<file path="config.mk">
export PLATFORM = sky130hd
export DESIGN_NAME = iir_ch_sched_flat
export DESIGN_NICKNAME = d
export VERILOG_FILES = /design/src/rtl/iir_ch_sched_if.sv /design/src/rtl/iir_ch_sched.sv /design/src/flat_wrapper.sv
export SDC_FILE = /design/constraint.sdc
export NUM_CORES = 1
export LEC_CHECK = 0
export CAP_MARGIN = 25
export CORE_MARGIN = 3
export CORE_UTILIZATION = 42
export CTS_BUF_LIST = sky130_fd_sc_hd__clkbuf_2 sky130_fd_sc_hd__clkbuf_4 sky130_fd_sc_hd__clkbuf_8
export CTS_CLUSTER_SIZE = 40
export DETAILED_ROUTE_END_ITERATION = 7
export GPL_TIMING_DRIVEN = 0
export PLACE_DENSITY = 0.95
export REMOVE_ABC_BUFFERS = 1
export SYNTH_ARGS = -nofsm -noshare
export SYNTH_HDL_FRONTEND = slang
export SYNTH_SLANG_ARGS = --single-unit
</file>
<file path="constraint.sdc">
create_clock -name clock -period 3.5 [get_ports clock]
set_input_delay 0.875 -clock clock [delete_from_list [all_inputs] [get_ports clock]]
set_output_delay 0.875 -clock clock [all_outputs]
set_load 0.02 [all_outputs]
</file>
<file path="src/rtl/iir_ch_sched_if.sv">
// Bundle between the channel front-ends / banked IIR core and iir_ch_sched.
// master = front-ends plus filter core side, slave = scheduler side.
interface iir_ch_sched_if #(
  parameter int unsigned NB_DATA = 16,
  parameter int unsigned N_CH    = 4,
  parameter int unsigned NB_CH   = 2
);
  logic [N_CH-1:0]         i_req;
  logic [N_CH*NB_DATA-1:0] i_x;
  logic [N_CH-1:0]         o_ack;
  logic                    o_flt_en;
  logic [NB_DATA-1:0]      o_flt_x;
  logic [NB_CH-1:0]        o_flt_ch;
  logic [NB_DATA-1:0]      i_flt_y;
  logic [NB_DATA-1:0]      o_y;
  logic                    o_y_valid;
  logic [NB_CH-1:0]        o_y_ch;
  logic                    o_busy;

  modport master (
    output i_req, i_x, i_flt_y,
    input  o_ack, o_flt_en, o_flt_x, o_flt_ch, o_y, o_y_valid, o_y_ch, o_busy
  );

  modport slave (
    input  i_req, i_x, i_flt_y,
    output o_ack, o_flt_en, o_flt_x, o_flt_ch, o_y, o_y_valid, o_y_ch, o_busy
  );
endinterface

</file>
<file path="src/rtl/iir_ch_sched.sv">
// Round-robin scheduler time-sharing one channel-banked IIR core among N_CH requesters.
// Define IIR_SCHED_FIXED_PRIO_EN for fixed priority (lowest requesting index wins).
module iir_ch_sched #(
  parameter int unsigned NB_DATA = 16,
  parameter int unsigned N_CH    = 4,
  parameter int unsigned NB_CH   = 2,
  parameter int unsigned LATENCY = 1
) (
  input logic           clock,
  input logic           i_rst,
  iir_ch_sched_if.slave bus
);

  localparam int unsigned NB_CNT = $clog2(LATENCY + 1);

  localparam logic [1:0] IDLE  = 2'd0;
  localparam logic [1:0] ISSUE = 2'd1;
  localparam logic [1:0] WAIT  = 2'd2;

  logic [1:0]         state_q, state_d;
  logic [NB_CNT-1:0]  cnt_q, cnt_d;
  logic [N_CH-1:0]    ack_q, ack_d;
  logic               flt_en_q, flt_en_d;
  logic [NB_DATA-1:0] flt_x_q, flt_x_d;
  logic [NB_CH-1:0]   flt_ch_q, flt_ch_d;
  logic [NB_DATA-1:0] y_q, y_d;
  logic [NB_CH-1:0]   y_ch_q, y_ch_d;
  logic               y_valid_q, y_valid_d;
  logic               busy_q, busy_d;
  logic [NB_CH-1:0]   grant;
  logic [NB_DATA-1:0] x_sel;
`ifndef IIR_SCHED_FIXED_PRIO_EN
  logic [NB_CH-1:0]   ptr_q, ptr_d;
`endif

  // First requesting channel at or after start, wrapping modulo N_CH.
  function automatic logic [NB_CH-1:0] pick(input logic [N_CH-1:0]  req,
                                            input logic [NB_CH-1:0] start);
    logic [NB_CH-1:0] g;
    logic [NB_CH-1:0] idx;
    logic             found;
    g     = '0;
    found = 1'b0;
    for (int unsigned i = 0; i < N_CH; i++) begin
      idx = NB_CH'((32'(start) + i) % N_CH);
      if (!found && req[idx]) begin
        found = 1'b1;
        g     = idx;
      end
    end
    return g;
  endfunction

`ifdef IIR_SCHED_FIXED_PRIO_EN
  assign grant = pick(bus.i_req, NB_CH'(0));
`else
  assign grant = pick(bus.i_req, ptr_q);
`endif

  always_comb begin
    x_sel = '0;
    for (int unsigned k = 0; k < N_CH; k++) begin
      if (grant == NB_CH'(k)) x_sel = bus.i_x[k*NB_DATA +: NB_DATA];
    end
  end

  // Next state and next registered outputs
  always_comb begin
    state_d   = state_q;
    cnt_d     = cnt_q;
    ack_d     = '0;
    flt_en_d  = 1'b0;
    flt_x_d   = flt_x_q;
    flt_ch_d  = flt_ch_q;
    y_d       = y_q;
    y_ch_d    = y_ch_q;
    y_valid_d = 1'b0;
    busy_d    = busy_q;
`ifndef IIR_SCHED_FIXED_PRIO_EN
    ptr_d     = ptr_q;
`endif
    case (state_q)
      IDLE: begin
        if (|bus.i_req) begin
          state_d      = ISSUE;
          flt_ch_d     = grant;
          flt_x_d      = x_sel;
          ack_d[grant] = 1'b1;
          flt_en_d     = 1'b1;
          busy_d       = 1'b1;
        end
      end
      ISSUE: begin
        state_d = WAIT;
        cnt_d   = NB_CNT'(LATENCY);
`ifndef IIR_SCHED_FIXED_PRIO_EN
        ptr_d   = (flt_ch_q == NB_CH'(N_CH - 1)) ? '0 : flt_ch_q + NB_CH'(1);
`endif
      end
      WAIT: begin
        if (cnt_q == NB_CNT'(1)) begin
          state_d   = IDLE;
          y_d       = bus.i_flt_y;
          y_ch_d    = flt_ch_q;
          y_valid_d = 1'b1;
          busy_d    = 1'b0;
        end else begin
          cnt_d = cnt_q - NB_CNT'(1);
        end
      end
      default: state_d = IDLE;
    endcase
  end

  always_ff @(posedge clock) begin
    if (i_rst) begin
      state_q   <= IDLE;
      cnt_q     <= '0;
      ack_q     <= '0;
      flt_en_q  <= 1'b0;
      flt_x_q   <= '0;
      flt_ch_q  <= '0;
      y_q       <= '0;
      y_ch_q    <= '0;
      y_valid_q <= 1'b0;
      busy_q    <= 1'b0;
`ifndef IIR_SCHED_FIXED_PRIO_EN
      ptr_q     <= '0;
`endif
    end else begin
      state_q   <= state_d;
      cnt_q     <= cnt_d;
      ack_q     <= ack_d;
      flt_en_q  <= flt_en_d;
      flt_x_q   <= flt_x_d;
      flt_ch_q  <= flt_ch_d;
      y_q       <= y_d;
      y_ch_q    <= y_ch_d;
      y_valid_q <= y_valid_d;
      busy_q    <= busy_d;
`ifndef IIR_SCHED_FIXED_PRIO_EN
      ptr_q     <= ptr_d;
`endif
    end
  end

  assign bus.o_ack     = ack_q;
  assign bus.o_flt_en  = flt_en_q;
  assign bus.o_flt_x   = flt_x_q;
  assign bus.o_flt_ch  = flt_ch_q;
  assign bus.o_y       = y_q;
  assign bus.o_y_ch    = y_ch_q;
  assign bus.o_y_valid = y_valid_q;
  assign bus.o_busy    = busy_q;

endmodule

</file>
<file path="src/flat_wrapper.sv">
// flat-port wrapper written by rule: the top's interface ports become plain ports
module iir_ch_sched_flat 
#(
  parameter int unsigned NB_DATA = 16,
  parameter int unsigned N_CH    = 4,
  parameter int unsigned NB_CH   = 2,
  parameter int unsigned LATENCY = 1
)
  (clock, i_rst, bus_i_req, bus_i_x, bus_i_flt_y, bus_o_ack, bus_o_flt_en, bus_o_flt_x, bus_o_flt_ch, bus_o_y, bus_o_y_valid, bus_o_y_ch, bus_o_busy);
  iir_ch_sched_if #(.NB_DATA(NB_DATA), .N_CH(N_CH), .NB_CH(NB_CH)) bus_i ();
  input logic clock;
  input logic i_rst;
  input wire logic [$bits(bus_i.i_req)-1:0] bus_i_req;
  input wire logic [$bits(bus_i.i_x)-1:0] bus_i_x;
  input wire logic [$bits(bus_i.i_flt_y)-1:0] bus_i_flt_y;
  output wire logic [$bits(bus_i.o_ack)-1:0] bus_o_ack;
  output wire logic [$bits(bus_i.o_flt_en)-1:0] bus_o_flt_en;
  output wire logic [$bits(bus_i.o_flt_x)-1:0] bus_o_flt_x;
  output wire logic [$bits(bus_i.o_flt_ch)-1:0] bus_o_flt_ch;
  output wire logic [$bits(bus_i.o_y)-1:0] bus_o_y;
  output wire logic [$bits(bus_i.o_y_valid)-1:0] bus_o_y_valid;
  output wire logic [$bits(bus_i.o_y_ch)-1:0] bus_o_y_ch;
  output wire logic [$bits(bus_i.o_busy)-1:0] bus_o_busy;
  assign bus_i.i_req = bus_i_req;
  assign bus_i.i_x = bus_i_x;
  assign bus_i.i_flt_y = bus_i_flt_y;
  assign bus_o_ack = bus_i.o_ack;
  assign bus_o_flt_en = bus_i.o_flt_en;
  assign bus_o_flt_x = bus_i.o_flt_x;
  assign bus_o_flt_ch = bus_i.o_flt_ch;
  assign bus_o_y = bus_i.o_y;
  assign bus_o_y_valid = bus_i.o_y_valid;
  assign bus_o_y_ch = bus_i.o_y_ch;
  assign bus_o_busy = bus_i.o_busy;
  iir_ch_sched #(.NB_DATA(NB_DATA), .N_CH(N_CH), .NB_CH(NB_CH), .LATENCY(LATENCY)) u_core (.clock(clock), .i_rst(i_rst), .bus(bus_i));
endmodule
</file>
# After elaboration in Yosys (flattened, before gate mapping)
# Index checks and enable logic that the tools add are counted.
[word_totals] input_bits=86 regBits=48
[op_classes] order_cmp=6 n_reduce_logical=19 add_sub_neg=5 eq_ne=8 muxes=32 n_bitwise=3
[op_table] cell="2-to-1 mux 16 bit" n=4
[op_table] cell="< comparator 2 x 3 -> 1 bit (second input constant)" n=5
[op_table] cell="2-to-1 mux 2 bit" n=7
[op_table] cell="2-to-1 mux 1 bit" n=13
[op_table] cell="binary-select mux 1 bit (select 2 bit)" n=4
[op_table] cell="equality test 2 bit (second input constant)" n=4
[op_table] cell="case mux 2 bit (3 select lines)" n=1
[op_table] cell="AND reduction 2 bit" n=3
[op_table] cell="adder 2 x 1 -> 2 bit (second input constant)" n=2
[op_table] cell="adder 2 bit (second input constant)" n=2
[op_table] cell="equality test 2 x 1 -> 1 bit (second input constant)" n=2
[op_table] cell="logical AND 1 bit" n=4
[op_table] cell="zero test 2 bit" n=2
[op_table] cell="!= test 2 x 1 -> 1 bit (second input constant)" n=2
[op_table] cell="case mux 1 bit (2 select lines)" n=2
[op_table] cell="nonzero test 2 bit" n=2
[op_table] cell="OR reduction 2 bit" n=2
[op_table] cell="OR reduction 4 bit" n=1
[op_table] cell="zero test 1 bit" n=3
[op_table] cell="inverter 1 bit" n=3
[op_table] cell="AND reduction 3 bit" n=1
[op_table] cell="OR reduction 3 bit" n=1
[op_table] cell="demux 1 bit (select 2 bit)" n=1
[op_table] cell=">= comparator 2 x 1 -> 1 bit (second input constant)" n=1
[op_table] cell="subtractor 1 bit (second input constant)" n=1

# Depth between registers and ports, before layout
[logic_depth] depth_word=17 mapped_depth=7 mapped_depth_nobuf=7

# Worst setup path after synthesis
# OpenSTA, ideal clock, no wires.
[synth_path] path_type="in2reg" start="input bus_i_req[2]" end="register u_core.flt_x_q[10] (netlist: u_core.bus.o_flt_x[10])" setup_ns=0.095 t_arrival_ns=1.971 stages=6 n_path_buf=2 required_ns=3.405 setup_slack_ns=1.434 cell_sequence="nor4_2 -> nand2b_1 -> buf_4 -> nor2_1 -> buf_2 -> a221oi_1"
[synth_via] elab_chain_cells=17 elab_cells_between_ends=31 classes_between="3 x eq/ne; 19 x mux; 9 x reduce/logical"
[synth_lines] element="from (decl)" line_no="flat_wrapper.sv:13" text="input wire logic [$bits(bus_i.i_req)-1:0] bus_i_req;"
[synth_lines] element="binary-select mux 1 bit (select 2 bit)" line_no="iir_ch_sched.sv:46" text="if (!found && req[idx]) begin"
[synth_lines] element="2-to-1 mux 1 bit (not written as such)" line_no="iir_ch_sched.sv:46"
[synth_lines] element="2-to-1 mux 1 bit" line_no="iir_ch_sched.sv:46"
[synth_lines] element="zero test 1 bit" line_no="iir_ch_sched.sv:46"
[synth_lines] element="logical AND 1 bit" line_no="iir_ch_sched.sv:46"
[synth_lines] element="2-to-1 mux 1 bit" line_no="iir_ch_sched.sv:46"
[synth_lines] element="zero test 1 bit" line_no="iir_ch_sched.sv:46"
[synth_lines] element="logical AND 1 bit" line_no="iir_ch_sched.sv:46"
[synth_lines] element="2-to-1 mux 1 bit" line_no="iir_ch_sched.sv:46"
[synth_lines] element="zero test 1 bit" line_no="iir_ch_sched.sv:46"
[synth_lines] element="logical AND 1 bit" line_no="iir_ch_sched.sv:46"
[synth_lines] element="2-to-1 mux 2 bit" line_no="iir_ch_sched.sv:46"
[synth_lines] element="zero test 2 bit" line_no="iir_ch_sched.sv:63" text="if (grant == NB_CH'(k)) x_sel = bus.i_x[k*NB_DATA +: NB_DATA];"
[synth_lines] element="2-to-1 mux 16 bit (4 in a row)" line_no="iir_ch_sched.sv:63"
[synth_lines] element="to (signal assigned)" line_no="iir_ch_sched.sv:135" text="flt_x_q <= flt_x_d;"
[synth_lines] element="to (decl)" line_no="iir_ch_sched.sv:24" text="logic [NB_DATA-1:0] flt_x_q, flt_x_d;"
# Parallel ways exist; a longest one is shown, timed or not. The select of a mux whose other input is x is not followed.
# A chain may end at the register's enable or synchronous reset.

# Worst setup path after layout
[layout_path] start="input bus_i_req[2]" end="register u_core.flt_x_q[8] (netlist: u_core.bus.o_flt_x[8])"
# Same word-level chain as after synthesis.

==> metrics <==
largest net degree at the start of global routing=47; Worst Reg-to-Reg Cells=6; CP peak stage delay=0.53 ns; RSZ-0062 raised after global routing=no; CP max FO=11; Worst Path Required=3.70 ns; Switching Share=0.331; Clock Skews=0.00873 ns; Final Critical Period=2.76 ns; Row Count=25; synth warn=0; crit start category=primary input; library cells used by synthesis=36; mapped cell area=2240 sq um; routability congestion estimate=0.806; postcts setup bufs=0; Setup WS post-layout=0.744 ns; fmax=363 MHz; critical path type=primary input to flop; arrival time at the worst endpoint=2.95 ns; final hold viol count=0; final core utilization=0.735; reg2reg end=u_core.bus.o_flt_x[8]; Pre-antenna DRT Iters=4; Area growth, synth to finish=62.4%; WL per Instance=16.2 um; Worst-Margin Slew=0.788 ns; endpoints failing setup=0; die area=6240 sq um; Reg2Reg Launch Point=u_core.ptr_q[1]; Tcrit/Tclk final=0.787; Clk pin slew, worst setup/hold paths=0.09 ns; CTS tree=done; hold endpoint=u_core.bus.o_y[12]; initial drt markers=104; max-slew violations=0; clock power share=0.221; net load switching power=0.000530 W; CTS H-Tree Depth=2; DR DRC count=0; post-DP HPWL=5280 um; status=complete, no violations; GRT overflow=0; Worst R2R Setup Slack=1.51 ns; pre-CTS setup slack=0.356 ns; fillers=370; Top delay family on crit path=simple AND/OR/NAND/NOR gates; critical path startpoint=bus_i_req[2]; Via-to-Cell Ratio=5.26; Synth Instances=256; initial antenna violation count=0; IO Port Bufs=128; Worst Path Buf+Inv=2; Critical Path, Cell by Cell=clkdlybuf4s50_1 > nor4_2 > nand2b_1 > nor2_1 > buf_4 > a221oi_1; Leak=1.33 nW; antenna-violating nets left=0; effective utilization at floorplan=0.453; post-CTS sizing=0; Seq/Total Area, Yosys=0.430; Hold WC Path Type=flop to flop; GR Util All Layers=0.231; Nets=466; Flop pwr share=0.409; Root Buffer=clkbuf_8; combinational fraction of design power=0.370; die height=79.0 um; maximum capacitance violations=0; core area=4940 sq um; syn avg cell area=8.74 sq um; HP Start=u_core.bus.o_y[12]; clk sink count=48; ant diodes=0; hold path cells=2; vias in the first global route=2,347; via count=2,324; clk_lat worst skew=0.30 ns; CP endpoint kind=flop; Critical-path top delay cell=clkdlybuf4s50_1; Post-CTS Hold Buffers=0; Slew headroom=0.473; Max VDD drop=235 uV; Internal Power=0.00107 W; first-pass GRT wire length=11,400 um; Ports=129; share of layout cells above drive strength 1=0.0480; Num CTS Buffers=5; die width=79.0 um; Synth Register Bits=48; Pwr Density=441 nW/um^2; clk buf depth=2; drt total wl=7170 um
[area by class of cell]
class | instances | area (sq um) | share of cell area
Clock buffer | 6 | 82.6 | 0.0227
Clock inverter | 2 | 13.8 | 0.00379
Tap cell | 67 | 83.8 | 0.0231
Timing Repair Buffer | 131 | 1310 | 0.361
Inverter | 4 | 15.0 | 0.00413
Multi-Input combinational cell | 184 | 1170 | 0.321
Sequential cell | 48 | 961 | 0.264
[flip-flops by register name, indices dropped and copies added (netlist names)]
| register | cells |
|---|---|
| u_core.bus.o_flt_x | 16 |
| u_core.bus.o_ack | 4 |
| u_core.cnt_q | 1 |
| u_core.bus.o_y_ch | 2 |
| u_core.ptr_q | 2 |
| u_core.bus.o_flt_ch | 2 |
| u_core.bus.o_y_valid | 1 |
| u_core.state_q | 2 |
| u_core.bus.o_y | 16 |
| u_core.bus.o_busy | 1 |
| u_core.bus.o_flt_en | 1 |
[logic make-up after synthesis]
family | synth area share
AOI/OAI and AO/OA | 0.244
adders and majority gates | 0.0336
buffers and inverters | 0.0498
DFF | 0.430
muxes | 0.0850
and+or+nand+nor | 0.158
[tightest hold or removal path: stages (launching register included)]
cell and delay (ns):
dfxtp_1 0.32, nand2_1 0.05, a21oi_1 0.05
[metrics by stage]
stage | power, W | area, sq um | cells | setup TNS, ns | hold slack, ns
6_report | 0.00160 | 3630 | 442 | 0 | 0.459
5_1_grt | 0.00168 | 3630 | 442 | 0 | 0.488
4_1_cts | 0.00160 | 3630 | 441 | 0 | 0.459
3_5_place_dp | 0.00125 | 3530 | 433 | 0 | 0.446
3_3_place_gp | 0.00122 | 3510 | 431 | -0.770 | 0.441
2_1_floorplan | 0.000952 | 2140 | 236 | 0 | 0.473
[placed cells by master, fill, tap and decap left out, types with 2 or more instances in the layout]
cell / Yosys / final
nor3_1: 3 / 3
nor2b_1: 6 / 5
nand2_1: 44 / 44
o21bai_1: 15 / 15
nand3b_1: 2 / 2
clkbuf_8: 0 / 6
o22ai_1: 14 / 14
a221oi_1: 14 / 14
inv_1: 4 / 4
mux2i_1: 19 / 19
nor2_1: 16 / 16
ha_1: 6 / 6
clkdlybuf4s50_1: 0 / 127
a21oi_1: 26 / 26
dfxtp_1: 48 / 48
[synthesized netlist by cell type (all sizes together)]
| cell type | instances | area, sq um |
|---|---|---|
| dfxtp | 48 | 961 |
| nand2 | 44 | 165 |
| a21oi | 26 | 130 |
| mux2i | 19 | 190 |
| nor2 | 16 | 60.1 |
| o21bai | 15 | 113 |
| a221oi | 14 | 123 |
| clkbuf | 14 | 52.6 |
| o22ai | 14 | 87.6 |
| buf | 6 | 43.8 |
| ha | 6 | 75.1 |
| nor2b | 6 | 37.5 |
| inv | 4 | 15.0 |
| nor3 | 4 | 25.0 |
| and2 | 2 | 15.0 |
| nand3b | 2 | 15.0 |
| o211ai | 2 | 20.0 |
| o21ai | 2 | 10.0 |
| a21bo | 1 | 10.0 |
| a21o | 1 | 7.51 |
| a221o | 1 | 10.0 |
| a311oi | 1 | 8.76 |
| and3 | 1 | 6.26 |
| nand2b | 1 | 6.26 |
| nand3 | 1 | 5.00 |
| nor4 | 1 | 12.5 |
| o21a | 1 | 7.51 |
| o21ba | 1 | 10.0 |
| o221ai | 1 | 8.76 |
| or3 | 1 | 6.26 |
[worst max-delay path by stage]
stage          cells after the start                     end
2_1_floorplan                      4  u_core.bus.o_flt_x[12]
3_3_place_gp                       5  u_core.bus.o_flt_x[12]
3_5_place_dp                       6   u_core.bus.o_flt_x[8]
4_1_cts                            6   u_core.bus.o_flt_x[8]
5_1_grt                            6   u_core.bus.o_flt_x[8]
6_report                           6   u_core.bus.o_flt_x[8]
[routing by layer]
layer	GRT usage	vias to the layer above	wire length, um
met3	0.0578	10	397
met1	0.270	1093	2920
li1	-	1147	-
met5	0	-	0
met4	0.0756	0	136
met2	0.409	74	3710
[power by group through the flow]
stage / combinational [W] / sequential [W] / clock [W]
after floorplan: 0.000218 / 0.000734 / 0
after global placement: 0.000556 / 0.000663 / 0
after detailed placement: 0.000584 / 0.000667 / 0
after CTS: 0.000588 / 0.000655 / 0.000360
after global routing: 0.000634 / 0.000664 / 0.000381
final: 0.000593 / 0.000655 / 0.000355
Power figures use the tool's default switching activity.
